**config.mk**
```make
export PLATFORM = sky130hd
export DESIGN_NAME = store_monitor_flat
export DESIGN_NICKNAME = d
export VERILOG_FILES = /design/src/rtl/store_monitor_if.sv /design/src/rtl/store_monitor.sv /design/src/flat_wrapper.sv
export SDC_FILE = /design/constraint.sdc
export NUM_CORES = 1
export LEC_CHECK = 0
export BUFFER_PORTS_ARGS = -buffer_cell sky130_fd_sc_hd__buf_4
export CORE_ASPECT_RATIO = 1.25
export CORE_MARGIN = 5
export CORE_UTILIZATION = 55
export DETAILED_ROUTE_END_ITERATION = 10
export PLACE_DENSITY_LB_ADDON = 0.1
export RECOVER_POWER = 100
export SLEW_MARGIN = 15
export SYNTH_ARGS = -nofsm -noshare
export SYNTH_HDL_FRONTEND = slang
export SYNTH_SLANG_ARGS = --single-unit
```
**constraint.sdc**
```tcl
create_clock -name clk -period 8.4 [get_ports clk]
set_clock_uncertainty 0.05 [all_clocks]
set_input_delay 1.68 -clock clk [delete_from_list [all_inputs] [get_ports clk]]
set_output_delay 1.68 -clock clk [all_outputs]
set_load 0.005 [all_outputs]
```
**src/rtl/store_monitor_if.sv**
```systemverilog
`default_nettype none
// ============================================================================
// Module   : store_monitor_if
// Brief    : Store bus, trace-FIFO read port and verdict signals of store_monitor.
// Revision : 1.0
// ============================================================================
interface store_monitor_if #(
    parameter int DEPTH = 8
);
    localparam int c_cnt_w = $clog2(DEPTH) + 1;

    logic               MemWrite;
    logic [31:0]        Adr;
    logic [31:0]        WriteData;
    logic               rd_en;
    logic [63:0]        rd_data;
    logic               rd_valid;
    logic [c_cnt_w-1:0] count;
    logic               done;
    logic               pass;
    logic               fail;
    logic               timeout;
    logic               overflow;

    modport master (
        output MemWrite, Adr, WriteData, rd_en,
        input  rd_data, rd_valid, count, done, pass, fail, timeout, overflow
    );

    modport slave (
        input  MemWrite, Adr, WriteData, rd_en,
        output rd_data, rd_valid, count, done, pass, fail, timeout, overflow
    );
endinterface
`default_nettype wire

```
**src/rtl/store_monitor.sv**
```systemverilog
`default_nettype none
// ============================================================================
// Module   : store_monitor
// Brief    : Traces processor stores into a FIFO and decides PASS/FAIL/TIMEOUT.
// Revision : 1.0
// ============================================================================
module store_monitor #(
    parameter logic [31:0] PASS_ADDR    = 32'd128,
    parameter logic [31:0] PASS_DATA    = 32'd254,
    parameter logic [31:0] SCRATCH_ADDR = 32'd80,
    parameter int          DEPTH        = 8,
    parameter int          TIMEOUT      = 1024
) (
    input  wire logic      clk,
    input  wire logic      reset,
    store_monitor_if.slave bus
);
    localparam int c_ptr_w = $clog2(DEPTH);
    localparam int c_cnt_w = $clog2(DEPTH) + 1;
    localparam int c_tmr_w = $clog2(TIMEOUT) + 1;

    localparam logic [c_cnt_w-1:0] c_full     = c_cnt_w'(DEPTH);
    localparam logic [c_tmr_w-1:0] c_tmr_last = c_tmr_w'(TIMEOUT - 1);

    typedef enum logic [2:0] {
        S_IDLE    = 3'd0,
        S_RUN     = 3'd1,
        S_PASS    = 3'd2,
        S_FAIL    = 3'd3,
        S_TIMEOUT = 3'd4
    } state_t;

    state_t               r_state;
    state_t               w_next;
    logic [c_tmr_w-1:0]   r_cycles;
    logic [63:0]          r_mem [DEPTH];
    logic [c_ptr_w-1:0]   r_wr_ptr;
    logic [c_ptr_w-1:0]   r_rd_ptr;
    logic [c_cnt_w-1:0]   r_count;
    logic                 r_overflow;

    logic                 w_push;
    logic                 w_pop;
    logic                 w_wr;

    // ------------------------------------------------------------------------
    // Verdict FSM
    // ------------------------------------------------------------------------
    always_ff @(posedge clk) begin
        if (reset) begin
            r_state  <= S_IDLE;
            r_cycles <= '0;
        end else begin
            r_state <= w_next;
            if (r_state == S_RUN) begin
                r_cycles <= r_cycles + 1'b1;
            end
        end
    end

    // A terminal store on the timeout boundary takes priority over TIMEOUT.
    always_comb begin
        w_next = r_state;
        case (r_state)
            S_IDLE: w_next = S_RUN;
            S_RUN: begin
                if (bus.MemWrite && (bus.Adr == PASS_ADDR)) begin
                    if (bus.WriteData == PASS_DATA) begin
                        w_next = S_PASS;
                    end else begin
                        w_next = S_FAIL;
                    end
                end else if (bus.MemWrite && (bus.Adr != SCRATCH_ADDR)) begin
                    w_next = S_FAIL;
                end else if (r_cycles == c_tmr_last) begin
                    w_next = S_TIMEOUT;
                end
            end
            default: w_next = r_state;
        endcase
    end

    assign bus.pass    = (r_state == S_PASS);
    assign bus.fail    = (r_state == S_FAIL);
    assign bus.timeout = (r_state == S_TIMEOUT);
    assign bus.done    = bus.pass | bus.fail | bus.timeout;

    // ------------------------------------------------------------------------
    // Trace FIFO
    // ------------------------------------------------------------------------
    // A pop on an empty FIFO is ignored; a pop on a full FIFO frees the slot
    // that the same-cycle push then uses.
    assign w_push = (r_state == S_RUN) && bus.MemWrite;
    assign w_pop  = bus.rd_en && (r_count != '0);
    assign w_wr   = w_push && ((r_count != c_full) || w_pop);

    always_ff @(posedge clk) begin
        if (reset) begin
            r_wr_ptr   <= '0;
            r_rd_ptr   <= '0;
            r_count    <= '0;
            r_overflow <= 1'b0;
        end else begin
            if (w_wr) begin
                r_wr_ptr <= r_wr_ptr + 1'b1;
            end
            if (w_pop) begin
                r_rd_ptr <= r_rd_ptr + 1'b1;
            end
            if (w_push && !w_wr) begin
                r_overflow <= 1'b1;
            end
            if (w_wr && !w_pop) begin
                r_count <= r_count + 1'b1;
            end else if (!w_wr && w_pop) begin
                r_count <= r_count - 1'b1;
            end
        end
    end

    always_ff @(posedge clk) begin
        if (w_wr) begin
            r_mem[r_wr_ptr] <= {bus.Adr, bus.WriteData};
        end
    end

    assign bus.rd_data  = r_mem[r_rd_ptr];
    assign bus.rd_valid = (r_count != '0);
    assign bus.count    = r_count;
    assign bus.overflow = r_overflow;

endmodule
`default_nettype wire

```
**src/flat_wrapper.sv**
```systemverilog
// flat-port wrapper written by rule: the top's interface ports become plain ports
module store_monitor_flat 
#(
    parameter logic [31:0] PASS_ADDR    = 32'd128,
    parameter logic [31:0] PASS_DATA    = 32'd254,
    parameter logic [31:0] SCRATCH_ADDR = 32'd80,
    parameter int          DEPTH        = 8,
    parameter int          TIMEOUT      = 1024
)
  (clk, reset, bus_MemWrite, bus_Adr, bus_WriteData, bus_rd_en, bus_rd_data, bus_rd_valid, bus_count, bus_done, bus_pass, bus_fail, bus_timeout, bus_overflow);
  store_monitor_if #(.DEPTH(DEPTH)) bus_i ();
  input  wire logic clk;
  input  wire logic reset;
  input wire logic [$bits(bus_i.MemWrite)-1:0] bus_MemWrite;
  input wire logic [$bits(bus_i.Adr)-1:0] bus_Adr;
  input wire logic [$bits(bus_i.WriteData)-1:0] bus_WriteData;
  input wire logic [$bits(bus_i.rd_en)-1:0] bus_rd_en;
  output wire logic [$bits(bus_i.rd_data)-1:0] bus_rd_data;
  output wire logic [$bits(bus_i.rd_valid)-1:0] bus_rd_valid;
  output wire logic [$bits(bus_i.count)-1:0] bus_count;
  output wire logic [$bits(bus_i.done)-1:0] bus_done;
  output wire logic [$bits(bus_i.pass)-1:0] bus_pass;
  output wire logic [$bits(bus_i.fail)-1:0] bus_fail;
  output wire logic [$bits(bus_i.timeout)-1:0] bus_timeout;
  output wire logic [$bits(bus_i.overflow)-1:0] bus_overflow;
  assign bus_i.MemWrite = bus_MemWrite;
  assign bus_i.Adr = bus_Adr;
  assign bus_i.WriteData = bus_WriteData;
  assign bus_i.rd_en = bus_rd_en;
  assign bus_rd_data = bus_i.rd_data;
  assign bus_rd_valid = bus_i.rd_valid;
  assign bus_count = bus_i.count;
  assign bus_done = bus_i.done;
  assign bus_pass = bus_i.pass;
  assign bus_fail = bus_i.fail;
  assign bus_timeout = bus_i.timeout;
  assign bus_overflow = bus_i.overflow;
  store_monitor #(.PASS_ADDR(PASS_ADDR), .PASS_DATA(PASS_DATA), .SCRATCH_ADDR(SCRATCH_ADDR), .DEPTH(DEPTH), .TIMEOUT(TIMEOUT)) u_core (.clk(clk), .reset(reset), .bus(bus_i));
endmodule
```
==> results.sh, run 1 <==
export IMPL_run_status="complete, but fails checks"
export IMPL_violations="capacitance limit, slew limit"
export IMPL_synth_edf_count=512
export IMPL_timing_worst_setup_path_type="primary input to register"
export IMPL_postLayoutCoreUtil_pct=63.7
export IMPL_grt_antenna_before_repair=2
export IMPL_worst_ir_drop_vdd_v=0.000199
export IMPL_drt_total_wl_um=40000
export IMPL_synth_cell_area_sq_um=20600
export IMPL_ys_seq_area_share_pct=77.4
export IMPL_layout_worst_path_cycle_share_pct=73.4
export IMPL_critPathMaxFanout=64
export IMPL_clock_tree_from_tritoncts="done"
export IMPL_cts_clk_slew_worst_paths_ns=0.06
export IMPL_cp_required_ns=8.40
export IMPL_die_y_um=226
export IMPL_timing_critical_path_slowest_stage_cell="clkbuf_1"
export IMPL_cp_cell_sequence="clkbuf_1 > nand4bb_1 > a21oi_1 > nand2_1 > nor2_4 > clkbuf_1"
export IMPL_synthFlopType="edfxtp_1"
export IMPL_cts_num_sinks=540
export IMPL_grt_setup_unrepaired="false"
export IMPL_first_pass_drt_iterations=5
export IMPL_yosys_warnings=0
export IMPL_gp_congestion=0.718
export IMPL_crit_path_end_kind="register"
export IMPL_vias=9484
export IMPL_synthesis_to_layout_area_growth_pct=14.9
export IMPL_num_nets_final=1157
export IMPL_setup_slack_after_placement_ns=3.83
export IMPL_power_density_cell_area_nw_per_um2=274
export IMPL_die_width_um=183
export IMPL_clock_root_buffer="clkbuf_16"
export IMPL_synthTopCellsByCount="edfxtp_1 (512), mux4_2 (128), mux2_2 (64)"
export IMPL_synth_top_cells_by_area="edfxtp_1 (75%), mux4_2 (14%), mux2_2 (3.5%)"
export IMPL_fp_row_count=79
export IMPL_post_route_minimum_period_ns=6.17
export IMPL_ys_async_sr_fraction_pct=0
export IMPL_clock_fmax_ghz=0.162
export IMPL_slew_limit_headroom_pct=-205
export IMPL_drt_iter0_markers=686
export IMPL_longest_individual_stage_delay_on_the_worst_path_ns=3.21
export IMPL_average_wire_per_standard_cell_um=24.8
export IMPL_grt_pass1_vias=10100
export IMPL_starting_density_pct=55.4
export IMPL_place_detailed_hpwl_um=21500
export IMPL_arrival_time_of_data_at_the_critical_path_endpoint_ns=6.16
export IMPL_worst_path_most_repeated_cell="clkbuf_1"
export IMPL_die_area_sq_um=41400
export IMPL_timing_critical_path_max_delay_family="buffers and inverters"
export IMPL_tightestPinTransition_ns=4.58
export IMPL_post_synth_inst_count=912
export IMPL_route_antenna_remaining_nets=0
export IMPL_setup_tns_ns=0
export IMPL_via_per_inst=5.88
export IMPL_max_cap_violations=9
export IMPL_insertion_delay_ns=0.56
export IMPL_cts_buffers_inserted=51
export IMPL_hold_ws_ns=0.432
export IMPL_synth_net_count=987
export IMPL_ctsHtreeMaxLevel=2
export IMPL_synth_ff_latch_count=540
export IMPL_final_layout_size_suffix_gt1_share_pct=29.6
export IMPL_floorplan_core_area_sq_um=37200
export IMPL_power_static_leakage_nw=7.33
export IMPL_grt_first_pass_wirelength_um=61200
export IMPL_cts_resized=0
export IMPL_critPathLaunchType="primary input"
export IMPL_post_synth_top_area_share_pct=74.7
export IMPL_avgSynthCellArea_sq_um=22.6
export IMPL_report_final_slew_viol_count=348
export IMPL_setup_viol=0
export IMPL_final_hold_viol_count=0
export IMPL_globalRouteOverflowTotal=0
export IMPL_top_level_ports=142
export IMPL_yosysMostFrequentCell="edfxtp_1"
export IMPL_port_buffer_count=141
export IMPL_remaining_routing_drc_violations=0
export IMPL_grt_max_degree=75
export IMPL_holdCritPathClass="register to register"
export IMPL_setup_ws_ns=2.23
export IMPL_cts_buffer_depth=3
export IMPL_post_layout_total_power_w=0.00648
export IMPL_setup_fix_buffers_added_after_clock_tree_synthesis=0
export IMPL_yosys_area_top_type="edfxtp_1"
export IMPL_global_route_usage_total_pct=19.5
export IMPL_yosys_cell_types_count=40
export IMPL_critical_path_buf_inv_count=2
export IMPL_holdBufCountCts=0
[report_power, final]
group	leakage (nW)	switching, W	internal, W
logic	1.64	0.000465	0.000627
registers	4.85	0.0000624	0.00300
clock network	0.847	0.000942	0.00138
[cell families (layout without fill, tap and decap cells)]
group | Yosys count | after routing | synth area share, %
flip-flops | 540 | 540 | 77.4
other | 0 | 2 | 0
AND/OR/NAND/NOR | 93 | 93 | 2.50
XOR/XNOR | 13 | 13 | 0.553
buffers and inverters | 42 | 254 | 0.875
AO/OA/AOI/OAI | 22 | 22 | 0.595
adder cells (fa/ha/maj) | 7 | 7 | 0.462
multiplexers | 195 | 195 | 17.6
[through the flow]
stage	cell area [sq um]	cells
floorplan	20600	912
global placement	22300	1515
detailed placement	22300	1515
CTS	24000	1610
global route	23700	1610
finish	23700	1612
[cell type report]
cell class	count	area (sq um)
antenna	2	5.00
multi-input combinational	330	4500
timing repair buffer	156	888
tap	486	608
fill	2607	13500
sequential	540	15900
clock inverter	34	338
clock buffer	61	1380
inverter	3	11.3
[final timing paths]
| kind | startpoint | to | slack (ns) | cells past startpoint |
|---|---|---|---|---|
| max | bus_MemWrite | u_core.r_mem[7][53] | 2.23 | 6 |
| max reg2reg | u_core.r_state[2] | u_core.r_mem[7][53] | 3.04 | 5 |
| min | u_core.r_rd_ptr[1] | register | 0.43 | 2 |
| min reg2reg | u_core.r_rd_ptr[1] | register | 0.43 | 2 |
[layout by cell type, fill, tap and decap left out, types with 3 or more instances in the layout]
| master | instances |
|---|---|
| edfxtp_1 | 512 |
| mux4_2 | 128 |
| clkbuf_1 | 84 |
| clkbuf_16 | 53 |
| mux2_2 | 40 |
| buf_4 | 40 |
| clkbuf_4 | 36 |
| nor2_1 | 28 |
| dfxtp_1 | 26 |
| mux2_1 | 24 |
| clkinv_1 | 13 |
| a21oi_1 | 12 |
| clkinv_2 | 12 |
| nor3_1 | 10 |
| nor4_1 | 10 |
| nand2_1 | 8 |
| nand3_1 | 7 |
| xor2_1 | 7 |
| bufinv_16 | 7 |
| xnor2_1 | 6 |
| ha_1 | 6 |
| nand2b_1 | 5 |
| o21ai_0 | 5 |
| nand4_1 | 4 |
| inv_1 | 3 |
| nor2_4 | 3 |
| nor3b_1 | 3 |
| or3_1 | 3 |
| mux2i_1 | 3 |
[metal layers]
| layer | global-route usage (%) | share of wire [%] |
|---|---|---|
| met1 | 28.0 | 43 |
| met2 | 32.3 | 51 |
| met3 | 3.29 | 4.7 |
| met4 | 4.47 | 1.8 |
| met5 | 0 | 0.033 |
[flip-flops by register name (all words and copies together) (netlist names), named ones only]
name,count
u_core.r_state,3
u_core.bus.count,4
u_core.r_cycles,11
u_core.r_rd_ptr,3
u_core.bus.overflow,1
u_core.r_mem,512
u_core.r_wr_ptr,3
[worst reg2reg max path: stages (launching register included)]
cell       delay, ns
dfxtp_1         0.39
nand4bb_1       0.27
a21oi_1         0.44
nand2_1         0.29
nor2_4          0.15
clkbuf_1        3.21
Note: power is estimated with default switching activity, not from simulation.
==> run 2: changes to the inputs <==
- CORE_UTILIZATION: 55 -> 54
- clock period: 8.4 -> 5.1 ns (I/O delays scaled with it)
==> run 2 against run 1 <==
Effect of this change:
- the flow still finishes with violations (capacitance limit, slew limit)
- count of clock-buffer cells in the layout rose by 4
- sequential cell count unchanged
- critical path depth down 2
- sequential share of layout area is 0.32 points higher
- cell count up 0.19%
- combinational power increased by 61%
- non-clock buffer count grew 4
- utilization decreased by 1.6 points
- worst setup slack worse by 1.4 ns
- first-iteration DRC count is 4.8% higher
- critical endpoint is now bus_rd_data[2]
==> results.sh, run 2 (synthesized netlist as in run 1, its figures left out) <==
export IMPL_run_status="complete, but fails checks"
export IMPL_violations="capacitance limit, slew limit"
export IMPL_insertion_delay_ns=0.55
export IMPL_route_antenna_remaining_nets=0
export IMPL_cts_buffer_depth=3
export IMPL_first_pass_drt_iterations=5
export IMPL_largest_register_ffs=512
export IMPL_min_delay_path_depth=2
export IMPL_critPathLaunchType="register"
export IMPL_final_layout_size_suffix_gt1_share_pct=29.2
export IMPL_slew_limit_headroom_pct=-88.5
export IMPL_port_buffer_count=141
export IMPL_cts_buffers_inserted=50
export IMPL_grt_max_degree=65
export IMPL_r2r_end="u_core.r_mem[4][53]"
export IMPL_power_static_leakage_nw=7.26
export IMPL_cts_clk_slew_worst_paths_ns=0.06
export IMPL_clock_fmax_ghz=0.235
export IMPL_die_area_sq_um=42200
export IMPL_timing_worst_setup_path_type="register to output port"
export IMPL_die_width_um=185
export IMPL_reg2reg_depth=5
export IMPL_mostFrequentLayoutCells="edfxtp_1 (512), mux4_2 (128), clkbuf_1 (91), clkbuf_16 (53), mux2_2 (42)"
export IMPL_vias=9430
export IMPL_critPathMaxFanout=47
export IMPL_synthesis_to_layout_area_growth_pct=14.4
export IMPL_fp_row_count=80
export IMPL_grt_setup_unrepaired="false"
export IMPL_top_level_ports=142
export IMPL_regMostFlops="u_core.r_mem"
export IMPL_critical_path_reg2reg_startpoint="u_core.r_state[2]"
export IMPL_floorplan_core_area_sq_um=37900
export IMPL_grt_pass1_vias=10100
export IMPL_place_detailed_hpwl_um=22200
export IMPL_cp_required_ns=4.03
export IMPL_fill_cell_instance_count_of_the_final_layout=2724
export IMPL_ctsHtreeMaxLevel=2
export IMPL_setup_fix_buffers_added_after_clock_tree_synthesis=0
export IMPL_remaining_routing_drc_violations=0
export IMPL_holdBufCountCts=0
export IMPL_tightestPinTransition_ns=2.83
export IMPL_average_wire_per_standard_cell_um=24.5
export IMPL_worst_ir_drop_vdd_v=0.000308
export IMPL_arrival_time_of_data_at_the_critical_path_endpoint_ns=3.18
export IMPL_setup_viol=0
export IMPL_grt_first_pass_wirelength_um=60800
export IMPL_globalRouteOverflowTotal=0
export IMPL_layout_cells_most_common="edfxtp_1"
export IMPL_final_hold_viol_count=0
export IMPL_gp_congestion=0.718
export IMPL_min_from="u_core.r_rd_ptr[1]"
export IMPL_cts_resized=0
export IMPL_starting_density_pct=54.3
export IMPL_instances_no_fill=1615
export IMPL_drt_total_wl_um=39500
export IMPL_reg2reg_slack_ns=1.05
export IMPL_setup_tns_ns=0
export IMPL_clock_tree_from_tritoncts="done"
export IMPL_global_route_usage_total_pct=19.1
export IMPL_placedCellCount=1525
export IMPL_layout_worst_path_cycle_share_pct=83.3
export IMPL_cts_num_sinks=540
export IMPL_max_cap_violations=10
export IMPL_grt_antenna_before_repair=0
export IMPL_num_nets_final=1160
export IMPL_holdCritPathClass="register to register"
export IMPL_crit_path_end_kind="output port"
export IMPL_power_density_cell_area_nw_per_um2=438
export IMPL_die_y_um=228
export IMPL_drt_iter0_markers=719
export IMPL_report_final_slew_viol_count=367
export IMPL_post_route_minimum_period_ns=4.25
export IMPL_clock_root_buffer="clkbuf_16"
export IMPL_via_per_inst=5.84
export IMPL_num_antenna_cells=0
[run 2: worst max-delay path, stage by stage (launching register included)]
cell and delay, ns:
dfxtp_2 1.06, buf_12 0.44, mux4_2 0.55, mux2_1 0.35, buf_4 0.16
[run 2: worst max-delay path by stage]
stage          cells after the start             endpoint    startpoint  slack [ns]
3_5_place_dp                       6  u_core.r_mem[7][42]  bus_MemWrite        1.56
3_3_place_gp                       6  u_core.r_mem[6][43]  bus_MemWrite        1.63
5_1_grt                            6  u_core.r_mem[4][53]  bus_MemWrite        0.59
6_report                           4       bus_rd_data[2]      register        0.85
2_1_floorplan                      4   u_core.r_mem[4][0]  bus_MemWrite        0.20
4_1_cts                            4      bus_rd_data[57]      register        1.13
[run 2: report_power, final]
| part | total [W] | switching (W) | internal (W) |
|---|---|---|---|
| Sequential | 0.00506 | 0.000125 | 0.00494 |
| Combinational | 0.00176 | 0.000743 | 0.00102 |
| Clock | 0.00349 | 0.00150 | 0.00199 |
[run 2: cell type report]
type / instances / area, sq um / share of cell area (%)
Clock buffer: 65 / 1370 / 5.82
Clock inverter: 25 / 176 / 0.749
Inverter: 3 / 11.3 / 0.0478
Multi-Input combinational cell: 330 / 4490 / 19.1
Sequential cell: 540 / 15900 / 67.7
Tap cell: 492 / 616 / 2.61
Timing Repair Buffer: 160 / 951 / 4.04
[run 2: routing by layer]
layer,vias up,GRT usage (%),share of wire [%]
met3,39,3.30,4.9
met1,4970,26.9,43
li1,4181,-,-
met2,240,31.6,51
met5,-,0,0
met4,0,4.66,1.7
[run 2: per-stage QoR]
step	power (W)	hold slack [ns]	cell area [sq um]	setup WS (ns)	util [%]
floorplan	0.00634	0.404	20600	0.197	-
global placement	0.00704	0.425	22400	1.63	59.1
detailed placement	0.00705	0.415	22400	1.56	59.1
CTS	0.0106	0.426	24000	1.13	63.2
global route	0.0108	0.465	23600	0.589	62.1
finish	0.0103	0.425	23600	0.850	62.1
